--- src/rtl/icache_assoc.sv ---
// Set-associative instruction cache with multi-beat line refill, per-set
// round-robin replacement and whole-cache flush.
module icache_assoc #(
    parameter int ADDR_W = 32,
    parameter int INST_W = 32,
    parameter int LINE_W = 128,
    parameter int BEAT_W = 32,
    parameter int SETS   = 16,
    parameter int WAYS   = 2
) (
    input  logic              clk,
    input  logic              rst,
    input  logic              req_valid,
    input  logic [ADDR_W-1:0] req_addr,
    input  logic              flush,
    output logic [INST_W-1:0] instr_data,
    output logic              miss,
    output logic              mem_req,
    output logic [ADDR_W-1:0] mem_addr,
    input  logic              mem_beat_valid,
    input  logic [BEAT_W-1:0] mem_data
);

    localparam int OFF_W  = $clog2(LINE_W / 8);
    localparam int IDX_W  = $clog2(SETS);
    localparam int TAG_W  = ADDR_W - IDX_W - OFF_W;
    localparam int BEATS  = LINE_W / BEAT_W;
    localparam int BYTE_W = $clog2(INST_W / 8);
    localparam int WORDS  = LINE_W / INST_W;
    localparam int WRD_W  = (WORDS > 1) ? $clog2(WORDS) : 1;
    localparam int WAY_W  = (WAYS > 1) ? $clog2(WAYS) : 1;
    localparam int CNT_W  = (BEATS > 1) ? $clog2(BEATS) : 1;

    typedef enum logic [1:0] {IDLE, REFILL, FLUSH_PEND} state_t;

    state_t state, state_nx;

    logic [SETS-1:0][WAYS-1:0]  valid;
    logic [TAG_W-1:0]           tags  [SETS][WAYS];
    logic [LINE_W-1:0]          lines [SETS][WAYS];
    logic [SETS-1:0][WAY_W-1:0] rr_ptr;

    logic [CNT_W-1:0]  beat_cnt;
    logic              flush_pend;
    logic [ADDR_W-1:0] addr_buff;
    logic [LINE_W-1:0] line_buf;
    logic [LINE_W-1:0] fill_line;

    logic [TAG_W-1:0] req_tag, buf_tag;
    logic [IDX_W-1:0] req_idx, buf_idx;
    logic [WRD_W-1:0] req_word;

    logic             hit;
    logic [WAY_W-1:0] hit_way;
    logic [WAY_W-1:0] victim;

    logic start_refill, take_beat, last_beat, clear_all;
    logic unused_bits;

    assign req_tag  = req_addr[ADDR_W-1 -: TAG_W];
    assign req_idx  = req_addr[OFF_W +: IDX_W];
    assign req_word = req_addr[BYTE_W +: WRD_W];
    assign buf_tag  = addr_buff[ADDR_W-1 -: TAG_W];
    assign buf_idx  = addr_buff[OFF_W +: IDX_W];
    assign mem_addr = addr_buff;

    assign unused_bits = ^req_addr[BYTE_W-1:0];

    always_comb begin
        hit     = 1'b0;
        hit_way = '0;
        for (int w = 0; w < WAYS; w++) begin
            if (valid[req_idx][w] && tags[req_idx][w] == req_tag) begin
                hit     = 1'b1;
                hit_way = WAY_W'(w);
            end
        end
    end

    assign instr_data = lines[req_idx][hit_way][req_word*INST_W +: INST_W];

    // Descending scan so the lowest-numbered invalid way wins over the pointer.
    always_comb begin
        victim = rr_ptr[buf_idx];
        for (int w = WAYS - 1; w >= 0; w--) begin
            if (!valid[buf_idx][w]) begin
                victim = WAY_W'(w);
            end
        end
    end

    always_comb begin
        fill_line = line_buf;
        fill_line[beat_cnt*BEAT_W +: BEAT_W] = mem_data;
    end

    always_comb begin
        state_nx     = state;
        miss         = 1'b0;
        start_refill = 1'b0;
        take_beat    = 1'b0;
        last_beat    = 1'b0;
        clear_all    = 1'b0;
        case (state)
            IDLE: begin
                miss = req_valid & ~hit;
                if (flush) begin
                    clear_all = 1'b1;
                end else if (miss) begin
                    start_refill = 1'b1;
                    state_nx     = REFILL;
                end
            end
            REFILL: begin
                miss      = 1'b1;
                take_beat = mem_beat_valid;
                if (mem_beat_valid && beat_cnt == CNT_W'(BEATS - 1)) begin
                    last_beat = 1'b1;
                    state_nx  = (flush_pend || flush) ? FLUSH_PEND : IDLE;
                end
            end
            FLUSH_PEND: begin
                miss      = 1'b1;
                clear_all = 1'b1;
                state_nx  = IDLE;
            end
            default: state_nx = IDLE;
        endcase
    end

    always_ff @(posedge clk) begin
        if (rst) begin
            state      <= IDLE;
            valid      <= '0;
            rr_ptr     <= '0;
            beat_cnt   <= '0;
            flush_pend <= 1'b0;
            mem_req    <= 1'b0;
            addr_buff  <= '0;
        end else begin
            state   <= state_nx;
            mem_req <= (state_nx == REFILL);

            if (start_refill) begin
                addr_buff <= {req_addr[ADDR_W-1:OFF_W], {OFF_W{1'b0}}};
                beat_cnt  <= '0;
            end else if (take_beat) begin
                beat_cnt <= last_beat ? '0 : beat_cnt + 1'b1;
            end

            // A flush seen mid-refill is deferred until the line is installed.
            if (state == REFILL && flush) begin
                flush_pend <= 1'b1;
            end else if (state == FLUSH_PEND) begin
                flush_pend <= 1'b0;
            end

            if (clear_all) begin
                valid <= '0;
            end else if (last_beat) begin
                valid[buf_idx][victim] <= 1'b1;
                if (WAYS > 1) begin
                    rr_ptr[buf_idx] <= rr_ptr[buf_idx] + 1'b1;
                end
            end
        end
    end

    always_ff @(posedge clk) begin
        if (take_beat) begin
            line_buf[beat_cnt*BEAT_W +: BEAT_W] <= mem_data;
        end
        if (last_beat) begin
            tags[buf_idx][victim]  <= buf_tag;
            lines[buf_idx][victim] <= fill_line;
        end
    end

endmodule

--- config.mk ---
export PLATFORM = sky130hd
export DESIGN_NAME = icache_assoc
export DESIGN_NICKNAME = d
export VERILOG_FILES = /design/src/rtl/icache_assoc.sv
export SDC_FILE = /design/constraint.sdc
export NUM_CORES = 2
export LEC_CHECK = 0
export ABC_CLOCK_PERIOD_IN_PS = 31300
export BUFFER_PORTS_ARGS = -buffer_cell sky130_fd_sc_hd__buf_2
export CAP_MARGIN = 5
export CELL_PAD_IN_SITES_DETAIL_PLACEMENT = 1
export CELL_PAD_IN_SITES_GLOBAL_PLACEMENT = 2
export CORE_ASPECT_RATIO = 0.8
export CORE_MARGIN = 2
export CORE_UTILIZATION = 52
export DETAILED_ROUTE_END_ITERATION = 6
export HOLD_SLACK_MARGIN = 0.12
export PLACE_DENSITY_LB_ADDON = 0.1
export SLEW_MARGIN = 15
export SYNTH_ARGS = -nofsm -noshare
export SYNTH_HDL_FRONTEND = slang
export SYNTH_MEMORY_MAX_BITS = 65536
export SYNTH_SLANG_ARGS = --single-unit
export TNS_END_PERCENT = 50
--- constraint.sdc ---
create_clock -name clk -period 31.3 [get_ports clk]
set_clock_uncertainty 0.15 [all_clocks]
set_input_delay 3.13 -clock clk [delete_from_list [all_inputs] [get_ports clk]]
set_output_delay 3.13 -clock clk [all_outputs]
set_load 0.05 [all_outputs]
* Word-level counts from Yosys, hierarchy flattened
Memory sizes are Yosys's and may differ from the RTL's.
Index checks and enable logic that the tools add are counted.
** Operators by class
- $add $sub $neg :: 3
- $lt $le $gt $ge :: 8
- Equality and inequality tests :: 6
- Shift operators :: 3
- Multiplexer cells :: 46
- Bitwise operators :: 6
- Reduce and logical (&&, ||, !) cells :: 14
** Operator list (number)
- $mux W128 :: 4
- $mux W256 :: 1
- $bwmux W128 :: 1
- $demux W128 S1 :: 1
- $shift A32 B34 Y128 const A :: 1
- $shiftx A128 B8 Y32 :: 1
- $shiftx A32 B34 Y128 :: 1
- $eq A24 B24 Y1 :: 2
- $mux W48 :: 1
- $neg A7 Y34 :: 1
- $or A32 B32 Y32 :: 1
- $demux W24 S1 :: 1
- $mux W24 :: 1
- $mux W1 :: 18
- $bmux W2 S4 :: 2
- $bwmux W16 :: 1
- $mux W2 :: 8
- $lt A4 B5 Y1 const B :: 2
- $demux W2 S4 :: 1
- $logic_and A1 B1 Y1 :: 7
- $reduce_or A2 Y1 :: 3
- $bmux W1 S4 :: 1
- $demux W1 S4 :: 1
- $eq A2 B1 Y1 const B :: 2
- 18 further kinds :: 23
** Storage, ports and cells
- Flip-flop bits (word level) :: 210
- RAM bits :: 4864
- Input port bits :: 69
- Logic and storage cells :: 126
- Memories :: 2
** Memory list
- lines :: depth 16, width 256, rd ports 1, clocked after memory_dff 0, write ports 1, line 40 : logic [LINE_W-1:0] lines [SETS][WAYS];
- tags :: depth 16, width 48, rd ports 1, clocked after memory_dff 0, write ports 1, line 39 : logic [TAG_W-1:0] tags [SETS][WAYS];

* Depth between registers and ports, before layout
- Word-level depth :: 11
- Gate-level depth with buffers :: 17

* Worst setup path after synthesis
No wires, ideal clock.
- Kind :: in2reg
- From :: input port mem_beat_valid
- To :: memory lines[12][0] in the netlist's numbering (enable)
- Setup time :: 1.092 ns
- Arrival time :: 21.961 ns
- Required time :: 30.058 ns
- Slack :: 8.097 ns
- Cell stages on the path :: 4
- Buffers on the path :: 0
- Cell sequence :: nand2_1 inv_1 and3_1 nor4b_1
** Between the ends
- Word-level cells in the longest chain between the ends :: 5
** Ends and longest elaborated chain
- start: declaration :: line 20 : input logic mem_beat_valid,
- $logic_and A1 B1 Y1 :: line 117 : if (mem_beat_valid && beat_cnt == CNT_W'(BEATS - 1)) begin
- $mux W1 :: line 117
- $mux W1 :: line 104 : case (state)
- $mux W1 :: line 173 : if (last_beat) begin
- $mux W256 (not written as such) :: line 175 : lines[buf_idx][victim] <= fill_line;
- end: declaration :: line 40
No other way between the ends.

* Final worst setup path
- From :: input port req_addr[5]
- To :: output port instr_data[20]
** Between the ends
- Word-level cells in the longest chain between the ends :: 9
- Elaborated cells between the ends (all ways) :: 12
** Ends and longest elaborated chain
- start: declaration :: line 14 : input logic [ADDR_W-1:0] req_addr,
- $mem_v2 Z16 W48 / $bmux W2 S4 (equally long branches)
- $eq A24 B24 Y1 / $mux W2 (equally long branches) :: line 73 : if (valid[req_idx][w] && tags[req_idx][w] == req_tag) begin
- $logic_and A1 B1 Y1 :: line 73
- $mux W1 :: line 73
- $not A1 Y2 (not written as such) :: line 80 : assign instr_data = lines[req_idx][hit_way][req_word*INST_W +: INST_W];
- $mux W128 (not written as such) * (3 in series) :: line 80
- $shiftx A128 B8 Y32 * :: line 80
- end: declaration :: line 16 : output logic [INST_W-1:0] instr_data,
Mark *: on every way between the ends. The rest lies on a longest branch, timed or not. The select of a mux whose other input is x is not followed.

==> flow_metrics.tcl <==
set metrics [dict create \
    drv_slew 0 \
    p_comb_share_pct 4.7 \
    crit_start "req_addr[5]" \
    relSlewSlack_pct 19.37 \
    synth_area_per_cell_um2 23.41 \
    tns_ps 0 \
    fp.coreArea_um2 374000 \
    fmax_mhz 73.25 \
    path_clk_slew_ps 50 \
    rsz0062_at_grt "false" \
    cts_buffers 520 \
    hp-start "valid[28]$_SDFFE_PP0P_" \
    post_drt_wl_per_cell_um 37.71 \
    p_total_uw 14300 \
    fin_area_um2 220200 \
    reg2reg_from "mem_addr[4]$_SDFFE_PP0P_" \
    max_stage_delay_ps 900 \
    syn_to_final_growth_pct 12.92 \
    finalSetupViolCount 0 \
    synth_edf_count 4992 \
    nFillCells 30022 \
    drc 0 \
    fin_crit_ps 13650 \
    worst_pin_slew_ps 1209 \
    hold_viol 0 \
    cts_resized 0 \
    p_leak_uw 0.06934 \
    cts_setup_buffers 0 \
    layout-drive-gt1-share_pct 29.93 \
    vias_per_cell 6.571 \
    synth.distinct_cells 70 \
    dr.first_iter.drc_count 11894 \
    clockBufferDepth 4 \
    post-route-period-util_pct 43.62 \
    ys_async_sr_fraction_pct 0 \
    crit_fanout 128 \
    placed_area_um2 202900 \
    seq_power_share_pct 52.4 \
    h-tree-depth 6 \
    yosys_warnings 0 \
    postLayoutCoreUtil_pct 58.89 \
    crit_path_start_kind "input port" \
    grt_pass1_wl_um 754900 \
    cts-root-buf "clkbuf_16" \
    detail_route.first_pass.iterations 5 \
    hold_path_class "reg2reg" \
    insertion_delay_ps 1050 \
    cp.required_ps 28020 \
    max_cap_viol_count 0 \
    synthCells 8333 \
    die_y_um 551.8 \
    io_buffers 128 \
    die_w_um 688.7 \
    ir_drop_uv 58.05 \
    sw_frac_of_total_pct 20.90 \
    antenna_found_initial 36 \
    crit_arrival_ps 10370 \
    grt_max_degree 143 \
    clock_sinks 5074 \
    ctsHoldBuffers 0 \
    p_int_uw 11310 \
    synth_top_area_share_pct 76.86 \
    antenna_left 0 \
    ys_top_cells_by_area "edfxtp_1, mux4_2, mux2i_1, dfxtp_1, o21ai_0" \
    nNetsFinal 8888 \
    dieArea_um2 380000 \
    synth_area_um2 195000 \
    p_switching_uw 2988 \
    cts_tree "yes" \
    place_inst 13258 \
    cpMaxStageDelayCell "a221oi_1" \
    ys.flop_type "edfxtp_1" \
    synth_top_area_cell "edfxtp_1" \
    p_per_area_nw_per_um2 64.90 \
    critPathMostFrequentCell "buf_4" \
    final_cells 14194 \
    cp_top_family "buffers and inverters" \
    vias 93265 \
    yosysSeqAreaShare_pct 77.70 \
    critPathBufInv 6 \
    overflow 0 \
    worstSetupPathType "in2out" \
    gp_congestion 0.7396 \
    num_io_pins 135 \
    crit_path_cell_trace "buf_12, buf_4, buf_4, mux4_2, mux2_2, a2111oi_0, o22ai_1, nor2_2, buf_4, nand2_8, buf_4, mux2i_1, a221oi_1, buf_2" \
    grt_use_total_pct 28.35 \
    grt_pass1_vias 96388 \
    clkPwrFrac_pct 43.0 \
    rows 201 \
    status "complete, no violations" \
    cp-end-kind "output pin" \
    routed_wl_um 535200 \
    dp_hpwl_um 266700 \
    initial_core_util_pct 52.15 \
    ys_ff_latch 5074 \
]
final cells by class:
type                            count  area (um^2)  share of cell area, %
Antenna cell                       20        50.05                0.02272
Clock inverter                    252         2260                  1.026
Sequential cell                  5074       151600                  68.81
Clock buffer                      662        14360                  6.522
Multi-Input combinational cell   2666        42110                  19.12
Inverter                          142        553.0                 0.2511
Timing Repair Buffer              405         3139                  1.425
Tap cell                         4973         6222                  2.825
final timing paths:
kind | end | slack, ps | cells after the start
setup / recovery | instr_data[20] | 17650 | 14
hold reg to reg | valid[28]$_SDFFE_PP0P_ | 340 | 1
setup reg to reg | lines[4][39]$_DFFE_PP_ | 23930 | 10
hold / removal | valid[28]$_SDFFE_PP0P_ | 340 | 1
cells in the mapped netlist, drive strengths merged (3+ instances only):
cell type and instances:
nor2b 13, and3 17, a221oi 32, a211oi 4, ha 10, o21a 33
mux2 19, a31oi 11, a2111oi 5, a21o 3, nor4 15, o22a 3
clkbuf 211, nand2b 72, a22o 5, nand2 249, a21oi 23, nand3 19
a21boi 4, nand4 11, edfxtp 4992, xnor2 29, o21ai 188, or4 3
dfxtp 82, buf 243, and2 9, nor2 72, xor2 15, inv 142
mux4 1480, a211o 3, o31ai 3, nor3 30, o22ai 44, mux2i 176
a22oi 33, nor4b 3
worst register-to-register path, cell delays in order, from the launching register on:
cell and delay (ps):
dfxtp_1 310, buf_4 400, mux4_2 620, mux4_2 460, a21boi_0 320, and3_1 630
and3_4 740, buf_4 710, buf_4 950, buf_4 730, buf_4 890
kinds of logic (layout without fill, tap and decap cells):
logic type                 Yosys count  after routing  share of synthesized area [%]
xor gates and xnor gates            44             44                         0.1976
muxes                             1675           1675                          18.10
AOI/OAI and AO/OA                  409            409                          1.312
other                                1             24                       0.001923
buffers and inverters              596           1461                          1.352
and+or+nand+nor                    524            524                          1.270
adders and majority gates           10             10                        0.06415
DFF                               5074           5074                          77.70
per-stage QoR:
step	worst slack, ps	hold WS (ps)
floorplan	8097	296.6
global placement	17480	305.8
detailed placement	17440	325.8
CTS	17400	338.7
global route	16990	356.5
finish	17650	335.4
layout by cell type, fill, tap and decap left out, types with 34 or more instances in the layout:
cell type / Yosys / layout
buf_2: 148 / 123
buf_4: 25 / 249
bufinv_16: 0 / 43
clkbuf_1: 210 / 103
clkbuf_16: 0 / 558
clkinv_1: 0 / 121
clkinv_2: 0 / 68
dfxtp_1: 82 / 78
edfxtp_1: 4992 / 4992
inv_1: 139 / 138
mux2i_1: 176 / 176
mux4_2: 1480 / 1480
nand2_1: 248 / 247
nand2b_1: 72 / 72
nor2_1: 71 / 66
o21ai_0: 187 / 59
o21ai_1: 1 / 34
o21ai_4: 0 / 77
o22ai_1: 44 / 44
layer usage:
| metal | vias up | GRT usage [%] | wire length [um] | part of all wire (%) |
|---|---|---|---|---|
| li1 | 36461 | - | - | - |
| met1 | 51981 | 42.62 | 225200 | 42 |
| met2 | 4085 | 45.03 | 258200 | 48 |
| met3 | 734 | 3.932 | 40230 | 7.5 |
| met4 | 4 | 6.416 | 11570 | 2.2 |
| met5 | - | 0 | 33 | 0.0062 |
power by group through the flow:
stage	clock, uW	combinational [uW]	sequential (uW)
CTS	6230	665	7480
finish	6150	665	7480
detailed placement	0	662	7630
global placement	0	645	7630
floorplan	0	425	7640
global route	6470	706	7480
state kept, by name, indices dropped and copies added (netlist names):
name        cells
rr_ptr         16
flush_pend      1
mem_addr       28
line_buf      128
lines        4096
mem_req         1
beat_cnt        2
valid          32
state           2
tags          768
No activity file was read; power rests on OpenSTA's default activity.
